<file path="src/rtl/ex_stage_pkg.sv">
// Shared execute-stage definitions: aluop/alusel codes, control levels, bus widths.
// Latency: n/a (package only).
// Backpressure: n/a (package only).
//
// Contents: bus widths (RegBus/RegAddrBus/AluOpBus/AluSelBus), reset and
// write-enable levels, NOP register address, aluop and alusel encodings
// common with decode, the shifter mode type and the aluop-to-shift-mode
// helper.
package ex_stage_pkg;

  // Bus widths shared with decode
  localparam int REG_BUS_W      = 32;  // RegBus
  localparam int REG_ADDR_BUS_W = 5;   // RegAddrBus
  localparam int ALUOP_BUS_W    = 8;   // AluOpBus
  localparam int ALUSEL_BUS_W   = 3;   // AluSelBus

  // Control levels
  localparam logic RST_ENABLE    = 1'b1;
  localparam logic WRITE_ENABLE  = 1'b1;
  localparam logic WRITE_DISABLE = 1'b0;

  localparam logic [4:0] NOP_REG_ADDR = 5'd0;

  // aluop codes
  localparam logic [7:0] EXE_NOP_OP  = 8'b0000_0000;
  localparam logic [7:0] EXE_AND_OP  = 8'b0010_0100;
  localparam logic [7:0] EXE_OR_OP   = 8'b0010_0101;
  localparam logic [7:0] EXE_XOR_OP  = 8'b0010_0110;
  localparam logic [7:0] EXE_NOR_OP  = 8'b0010_0111;
  localparam logic [7:0] EXE_ANDI_OP = 8'b0101_1001;
  localparam logic [7:0] EXE_ORI_OP  = 8'b0101_1010;
  localparam logic [7:0] EXE_XORI_OP = 8'b0101_1011;
  localparam logic [7:0] EXE_LUI_OP  = 8'b0101_1100;
  localparam logic [7:0] EXE_SLL_OP  = 8'b0111_1100;
  localparam logic [7:0] EXE_SLLV_OP = 8'b0000_0100;
  localparam logic [7:0] EXE_SRL_OP  = 8'b0000_0010;
  localparam logic [7:0] EXE_SRLV_OP = 8'b0000_0110;
  localparam logic [7:0] EXE_SRA_OP  = 8'b0000_0011;
  localparam logic [7:0] EXE_SRAV_OP = 8'b0000_0111;
  localparam logic [7:0] EXE_MOVZ_OP = 8'b0000_1010;
  localparam logic [7:0] EXE_MOVN_OP = 8'b0000_1011;
  localparam logic [7:0] EXE_MFHI_OP = 8'b0001_0000;
  localparam logic [7:0] EXE_MTHI_OP = 8'b0001_0001;
  localparam logic [7:0] EXE_MFLO_OP = 8'b0001_0010;
  localparam logic [7:0] EXE_MTLO_OP = 8'b0001_0011;

  // alusel (result class) codes
  localparam logic [2:0] EXE_RES_NOP   = 3'b000;
  localparam logic [2:0] EXE_RES_LOGIC = 3'b001;
  localparam logic [2:0] EXE_RES_SHIFT = 3'b010;
  localparam logic [2:0] EXE_RES_MOVE  = 3'b011;

  // Shifter mode; SH_NONE makes the shifter output 0 so a non-shift aluop
  // under the SHIFT class yields a zero result.
  typedef enum logic [1:0] {
    SH_SLL  = 2'd0,
    SH_SRL  = 2'd1,
    SH_SRA  = 2'd2,
    SH_NONE = 2'd3
  } shift_mode_e;

  // Immediate and variable forms share a mode: amount always comes from reg1.
  function automatic shift_mode_e shift_mode_of(input logic [7:0] aluop);
    shift_mode_e m;
    m = SH_NONE;
    case (aluop)
      EXE_SLL_OP, EXE_SLLV_OP: m = SH_SLL;
      EXE_SRL_OP, EXE_SRLV_OP: m = SH_SRL;
      EXE_SRA_OP, EXE_SRAV_OP: m = SH_SRA;
      default:                 m = SH_NONE;
    endcase
    return m;
  endfunction

endpackage

</file>
<file path="src/rtl/ex_shifter.sv">
// Barrel shifter for the execute stage: SLL, SRL and SRA on one operand.
// Latency: purely combinational.
// Backpressure: none (no state, no handshake).
//
// Ports:
//   i_dat  [DATA_W-1:0]  operand to shift (rt)
//   i_amt  [4:0]         shift amount; 0 returns i_dat unchanged
//   i_mode shift_mode_e  SH_SLL / SH_SRL / SH_SRA; SH_NONE gives 0
//   o_dat  [DATA_W-1:0]  shifted result
module ex_shifter
  import ex_stage_pkg::*;
#(
  parameter int DATA_W = REG_BUS_W
) (
  input  logic [DATA_W-1:0] i_dat,
  input  logic [4:0]        i_amt,
  input  shift_mode_e       i_mode,
  output logic [DATA_W-1:0] o_dat
);

  always_comb begin
    o_dat = '0;
    case (i_mode)
      SH_SLL:  o_dat = i_dat << i_amt;
      SH_SRL:  o_dat = i_dat >> i_amt;
      // Signed cast makes >>> replicate the sign bit.
      SH_SRA:  o_dat = DATA_W'($signed(i_dat) >>> i_amt);
      default: o_dat = '0;
    endcase
  end

endmodule

</file>
<file path="src/rtl/ex_stage.sv">
// MIPS execute stage: ID/EX register, logic/shift/move results and HI/LO writes.
// Latency: one cycle from decode capture to ex_* (outputs combinational from ID/EX).
// Backpressure: stall_i holds ID/EX, flush_i loads a bubble (flush wins over stall).
//
// Build option: define EX_MOVCOND_EN to gate MOVN/MOVZ write enable on rt here;
// otherwise decode has already resolved the condition into id_wreg_i.
//
// Ports:
//   clk, rst            clock; synchronous active-high reset
//   stall_i, flush_i    ID/EX hold / bubble insert
//   id_aluop_i, id_alusel_i, id_reg1_i, id_reg2_i, id_wd_i, id_wreg_i
//                       decoded instruction bundle
//   hi_i, lo_i          architectural HI/LO
//   mem_whilo_i, mem_hi_i, mem_lo_i   MEM-stage HI/LO write in flight
//   wb_whilo_i,  wb_hi_i,  wb_lo_i    WB-stage HI/LO write in flight
//   ex_wreg_o, ex_wd_o, ex_wdata_o    GPR result (also EX forwarding source)
//   ex_whilo_o, ex_hi_o, ex_lo_o      HI/LO write
module ex_stage
  import ex_stage_pkg::*;
#(
  parameter int DATA_W   = REG_BUS_W,
  parameter int ADDR_W   = REG_ADDR_BUS_W,
  parameter int ALUOP_W  = ALUOP_BUS_W,
  parameter int ALUSEL_W = ALUSEL_BUS_W
) (
  input  logic                clk,
  input  logic                rst,
  input  logic                stall_i,
  input  logic                flush_i,
  input  logic [ALUOP_W-1:0]  id_aluop_i,
  input  logic [ALUSEL_W-1:0] id_alusel_i,
  input  logic [DATA_W-1:0]   id_reg1_i,
  input  logic [DATA_W-1:0]   id_reg2_i,
  input  logic [ADDR_W-1:0]   id_wd_i,
  input  logic                id_wreg_i,
  input  logic [DATA_W-1:0]   hi_i,
  input  logic [DATA_W-1:0]   lo_i,
  input  logic                mem_whilo_i,
  input  logic [DATA_W-1:0]   mem_hi_i,
  input  logic [DATA_W-1:0]   mem_lo_i,
  input  logic                wb_whilo_i,
  input  logic [DATA_W-1:0]   wb_hi_i,
  input  logic [DATA_W-1:0]   wb_lo_i,
  output logic                ex_wreg_o,
  output logic [ADDR_W-1:0]   ex_wd_o,
  output logic [DATA_W-1:0]   ex_wdata_o,
  output logic                ex_whilo_o,
  output logic [DATA_W-1:0]   ex_hi_o,
  output logic [DATA_W-1:0]   ex_lo_o
);

  // ---------------------------------------------------------------------------
  // ID/EX pipeline register
  // ---------------------------------------------------------------------------
  logic [ALUOP_W-1:0]  r_aluop;
  logic [ALUSEL_W-1:0] r_alusel;
  logic [DATA_W-1:0]   r_reg1;
  logic [DATA_W-1:0]   r_reg2;
  logic [ADDR_W-1:0]   r_wd;
  logic                r_wreg;

  // Priority reset > flush > stall > load. Reset and flush both leave a
  // bubble whose wreg is clear, so a bubble can never write anything.
  always_ff @(posedge clk) begin
    if (rst == RST_ENABLE || flush_i) begin
      r_aluop  <= ALUOP_W'(EXE_NOP_OP);
      r_alusel <= ALUSEL_W'(EXE_RES_NOP);
      r_reg1   <= '0;
      r_reg2   <= '0;
      r_wd     <= ADDR_W'(NOP_REG_ADDR);
      r_wreg   <= WRITE_DISABLE;
    end else if (!stall_i) begin
      r_aluop  <= id_aluop_i;
      r_alusel <= id_alusel_i;
      r_reg1   <= id_reg1_i;
      r_reg2   <= id_reg2_i;
      r_wd     <= id_wd_i;
      r_wreg   <= id_wreg_i;
    end
  end

  // ---------------------------------------------------------------------------
  // HI/LO forwarding: the youngest pending write wins (MEM is younger than WB).
  // ---------------------------------------------------------------------------
  logic [DATA_W-1:0] w_hi_fwd;
  logic [DATA_W-1:0] w_lo_fwd;

  always_comb begin
    if (mem_whilo_i) begin
      w_hi_fwd = mem_hi_i;
      w_lo_fwd = mem_lo_i;
    end else if (wb_whilo_i) begin
      w_hi_fwd = wb_hi_i;
      w_lo_fwd = wb_lo_i;
    end else begin
      w_hi_fwd = hi_i;
      w_lo_fwd = lo_i;
    end
  end

  // ---------------------------------------------------------------------------
  // Logic class
  // ---------------------------------------------------------------------------
  logic [DATA_W-1:0] w_logic_res;

  // LUI arrives with the immediate already in the upper half of reg2 and
  // reg1 = 0, so it shares the OR path.
  always_comb begin
    w_logic_res = '0;
    case (r_aluop)
      EXE_AND_OP, EXE_ANDI_OP:             w_logic_res = r_reg1 & r_reg2;
      EXE_OR_OP, EXE_ORI_OP, EXE_LUI_OP:   w_logic_res = r_reg1 | r_reg2;
      EXE_XOR_OP, EXE_XORI_OP:             w_logic_res = r_reg1 ^ r_reg2;
      EXE_NOR_OP:                          w_logic_res = ~(r_reg1 | r_reg2);
      default:                             w_logic_res = '0;
    endcase
  end

  // ---------------------------------------------------------------------------
  // Shift class; only reg1[4:0] is the amount, upper reg1 bits are ignored.
  // ---------------------------------------------------------------------------
  shift_mode_e       w_shift_mode;
  logic [DATA_W-1:0] w_shift_res;

  assign w_shift_mode = shift_mode_of(8'(r_aluop));

  ex_shifter #(
    .DATA_W (DATA_W)
  ) u_shifter (
    .i_dat  (r_reg2),
    .i_amt  (r_reg1[4:0]),
    .i_mode (w_shift_mode),
    .o_dat  (w_shift_res)
  );

  // ---------------------------------------------------------------------------
  // Move class
  // ---------------------------------------------------------------------------
  logic [DATA_W-1:0] w_move_res;

  always_comb begin
    w_move_res = '0;
    case (r_aluop)
      EXE_MFHI_OP:              w_move_res = w_hi_fwd;
      EXE_MFLO_OP:              w_move_res = w_lo_fwd;
      EXE_MOVN_OP, EXE_MOVZ_OP: w_move_res = r_reg1;
      default:                  w_move_res = '0;
    endcase
  end

  // ---------------------------------------------------------------------------
  // GPR result
  // ---------------------------------------------------------------------------
  always_comb begin
    ex_wdata_o = '0;
    case (r_alusel)
      EXE_RES_LOGIC: ex_wdata_o = w_logic_res;
      EXE_RES_SHIFT: ex_wdata_o = w_shift_res;
      EXE_RES_MOVE:  ex_wdata_o = w_move_res;
      default:       ex_wdata_o = '0;
    endcase
  end

  assign ex_wd_o = r_wd;

  always_comb begin
    ex_wreg_o = r_wreg;
`ifdef EX_MOVCOND_EN
    // rt was fully forwarded before capture, so testing it here is exact.
    if (r_aluop == ALUOP_W'(EXE_MOVN_OP)) begin
      ex_wreg_o = r_wreg & (r_reg2 != '0);
    end else if (r_aluop == ALUOP_W'(EXE_MOVZ_OP)) begin
      ex_wreg_o = r_wreg & (r_reg2 == '0);
    end
`endif
  end

  // ---------------------------------------------------------------------------
  // HI/LO write: the untouched half is written back with its forwarded value
  // so HI and LO always update as a pair.
  // ---------------------------------------------------------------------------
  always_comb begin
    ex_whilo_o = WRITE_DISABLE;
    ex_hi_o    = '0;
    ex_lo_o    = '0;
    case (r_aluop)
      EXE_MTHI_OP: begin
        ex_whilo_o = WRITE_ENABLE;
        ex_hi_o    = r_reg1;
        ex_lo_o    = w_lo_fwd;
      end
      EXE_MTLO_OP: begin
        ex_whilo_o = WRITE_ENABLE;
        ex_hi_o    = w_hi_fwd;
        ex_lo_o    = r_reg1;
      end
      default: begin
        ex_whilo_o = WRITE_DISABLE;
        ex_hi_o    = '0;
        ex_lo_o    = '0;
      end
    endcase
  end

endmodule

</file>
<file path="config.mk">
export PLATFORM = sky130hd
export DESIGN_NAME = ex_stage
export DESIGN_NICKNAME = d
export VERILOG_FILES = /design/src/rtl/ex_stage_pkg.sv /design/src/rtl/ex_shifter.sv /design/src/rtl/ex_stage.sv
export SDC_FILE = /design/constraint.sdc
export NUM_CORES = 1
export LEC_CHECK = 0
export CORE_ASPECT_RATIO = 1.75
export CORE_MARGIN = 5
export CORE_UTILIZATION = 45
export CTS_CLUSTER_SIZE = 24
export DETAILED_ROUTE_END_ITERATION = 8
export DONT_BUFFER_PORTS = 1
export SLEW_MARGIN = 20
export SYNTH_ARGS = -nofsm -noshare
export SYNTH_HDL_FRONTEND = slang
export SYNTH_SLANG_ARGS = --single-unit
</file>
<file path="constraint.sdc">
create_clock -name clk -period 4 [get_ports clk]
set_input_delay 0.8 -clock clk [delete_from_list [all_inputs] [get_ports clk]]
set_output_delay 0.8 -clock clk [all_outputs]
set_load 0.005 [all_outputs]
</file>
==> run metrics <==
adder-cell share of the synthesized area=6.27%; Yosys warning count=0; met2 track demand over resource in global routing=68.3%; met1 layer usage reported by global route=between 40 and 50%; final wirelength=70.8 mm; share of synthesized area spent on multiplexers=roughly 33%; kind of start point of the critical path=register; starting utilization of the core area=a little under half; synth top area cells=sky130_fd_sc_hd__mux2i_1, sky130_fd_sc_hd__dfxtp_1, sky130_fd_sc_hd__mux4_2; CP Capture Type=primary output; Die Y-Extent=roughly 230 um; layout net count=~2000; dominant synthesized flop cell=sky130_fd_sc_hd__dfxtp_1; share of synthesized cell area in and, or, nand and nor gates=between 10% and 20%; number of optimization iterations in the first detailed-route pass=7; CP delay by family, top=compound AO/OA/AOI/OAI gates; setup clock skew after layout=0 ns; CTS tree=built; class of the most critical hold timing path=reg2reg; total overflow reported by the global router=0; worst endpoint required time=approximately 3.2 ns; Clock Latency Late Sink=0.37 ns; time the worst path needs with I/O delays and setup=3.89 ns; cts bufs inserted=9; Highest Clock Rate=257 MHz; clock-pin slew of the registers on the worst-case setup and hold paths=about 0.07 ns; CP Class=reg2out; proportion of layout cells with a drive suffix above 1=19.3%; slowest stage delay, CP=between 0.6 and 0.7 ns; Post-Synth XOR/XNOR Area=under 10%; met3 demand-to-capacity share in global routing=a little over a tenth; transition time at the pin with the least slew margin=~1.0 ns; DIE AREA=32500 um^2; number of synthesized register bits=just over 80; Detailed Route Iter0 Violations=1497; horizontal die dimension=around 140 um; routed len/inst=~34 um; DPL Wire Length=roughly 56 mm; slowest stage cell, crit path=sky130_fd_sc_hd__or4_1; clock tree buffer depth=2; highest net fanout along the worst path=11; cells along the critical path=or4_1 -> a2111o_1 -> buf_4 -> a21oi_2 -> buf_4 -> o21ai_0 -> o221ai_1 -> buf_4; number of I/O port buffers=0; number of enable-type register cells in the synthesized netlist=0; wire length of the first global-routing pass=a little under 100 mm; Cell Rows=~80; Final TNS setup=0 ns; largest family of logic cells by synthesized area=multiplexers; Floorplan Core Area=between 20000 and 30000 um^2; fraction of synthesized cell area taken by the top area cell type=18.6%; post-synth top area cell=sky130_fd_sc_hd__mux2i_1; area post-placement=14000 um^2; synth unique cells=80; DRC=0; minimum hold slack=0.528 ns; CTS HTree Levels=3; relative slew slack=33.2%; area added between synthesis and finish=10.5%; Via Count=around 14000; core occupancy in the finished layout=about 50%; portion of the post-synthesis area used by sequential elements=roughly 13%; Synth top cells by count=sky130_fd_sc_hd__nor2_1, sky130_fd_sc_hd__mux2i_1, sky130_fd_sc_hd__a21oi_1; post-synth design cell area=about 13000 um^2; via count of the first global-routing pass=13700; most frequent cell on the critical path=sky130_fd_sc_hd__buf_4; clock root buffer master=sky130_fd_sc_hd__clkbuf_16; post-route standard cell area excluding fillers=~14000 um^2; Pleak=between 5 and 6 nW; vias per inst=between 6 and 7; setup repair after global routing missed its margin=false; worst supply voltage drop on vdd=0.210 mV; synthesized-area fraction occupied by ao, oa, aoi and oai cells=approximately 23%; overall routing resource usage=roughly two fifths; antenna violations before repair=18; non-filler instance count after layout=around 2100; DP Cell Count=about 2000; Net Count, Synth=just over 2000; count of final max-slew check failures=0; Worst Path Arrival=3.09 ns; Avg Synthesized Cell Area=7.74 um^2; maximum capacitance violations=0; run status=finished clean; number of sinks handled by clock tree synthesis=81; most heavily used metal layer in global routing=met2; post-synthesis async set-or-reset flop share=0%; Placer Congestion=between 1 and 1.5; final count of hold timing violations=0; period utilization=between 90 and 100%; Cell Pwr Density=~180 nW/um^2; maximum number of pins on one net before global-route repair=between 100 and 150; I/O pins=382; endpoints failing setup=0; most numerous cell in the Yosys netlist=sky130_fd_sc_hd__nor2_1; instance count of the mapped netlist=around 1700; number of buffers inserted by hold repair at cts=0; residual antenna-violating net count after detailed routing=0; WP buf/inv=3
==> logic make-up after synthesis <==
| family | after synthesis |
|---|---|
| xor gates and xnor gates | 29 |
| buffers and inverters | 244 |
| AOI/OAI and AO/OA | 440 |
| and+or+nand+nor | 456 |
| DFF | 81 |
| muxes | 360 |
| adders and majority gates | 65 |
==> stage by stage <==
stage	setup slack [ns]	power [mW]
after detailed placement	0.251	1.67
final	0.107	2.57
after global placement	0.352	1.66
after CTS	0.0115	2.56
after global routing	0.00185	2.66
after floorplan	0.595	1.46
==> flip-flops by register name (all words and copies together) (netlist names) <==
name / flops
ex_wd_o: 5
ex_wreg_o: 1
r_aluop: 8
r_alusel: 3
r_reg1: 32
r_reg2: 32
==> worst paths after layout <==
kind | start | slack [ns] | cells past startpoint | end
setup / recovery | r_aluop[5]$_SDFFE_PP0N_ | 0.11 | 8 | ex_wdata_o[20]
hold / removal | ex_wd_o[0]$_SDFFE_PP0N_ | 0.53 | 2 | ex_wd_o[0]$_SDFFE_PP0N_
setup reg to reg | r_aluop[1]$_SDFFE_PP0N_ | 2.77 | 3 | r_aluop[1]$_SDFFE_PP0N_
hold reg to reg | ex_wd_o[0]$_SDFFE_PP0N_ | 0.53 | 2 | ex_wd_o[0]$_SDFFE_PP0N_
==> cells in the final DEF (no fill, tap or decap), drive strengths merged, types with 6 or more instances in the layout <==
cell / count
o22ai: 22
a21oi: 113
nand3: 17
mux2: 68
a21o: 8
buf: 158
mux4: 51
o21ai: 90
a211oi: 10
o211ai: 33
xor2: 19
a221oi: 12
a221o: 8
nor2: 258
a211o: 7
a22oi: 17
and2: 6
o311ai: 6
a2111oi: 6
mux2i: 241
dfxtp: 81
clkbuf: 11
ha: 65
o32ai: 7
o21a: 7
diode: 12
nor3: 15
a21bo: 6
nand2b: 15
o221ai: 30
nand2: 102
a222oi: 6
inv: 66
xnor2: 10
==> per-layer routing <==
layer	part of all wire (%)	vias to the layer above
met2	47	951
met3	9.0	282
met1	34	6920
met4	9.8	8
met5	0.081	-
li1	-	6181
==> power by group <==
part / leakage [nW] / total [mW] / switching [mW] / internal [mW]
sequential: 0.663 / 0.903 / 0.0706 / 0.832
clock: 0.142 / 0.887 / 0.388 / 0.498
combinational: 4.65 / 0.782 / 0.447 / 0.335
==> cell type report <==
class,count,area [um^2]
fill,2829,14200
timing repair buffer,158,1250
clock inverter,5,55.1
inverter,69,259
tap,378,473
antenna,12,30.0
clock buffer,11,243
sequential,81,1640
multi-input combinational,1350,10400
==> worst register-to-register path: stages (launching register included) <==
cell                      delay [ns]
sky130_fd_sc_hd__dfxtp_4        0.54
sky130_fd_sc_hd__buf_12         0.34
sky130_fd_sc_hd__mux2i_1        0.17
sky130_fd_sc_hd__nor2_1         0.10
==> timing repair <==
action / CTS / global route
pin swaps: 0 / 1
setup endpoints to repair: 1 / 7
gates resized for setup: 1 / 2
setup buffers: 0 / 3
(Power assumes the default switching activity.)
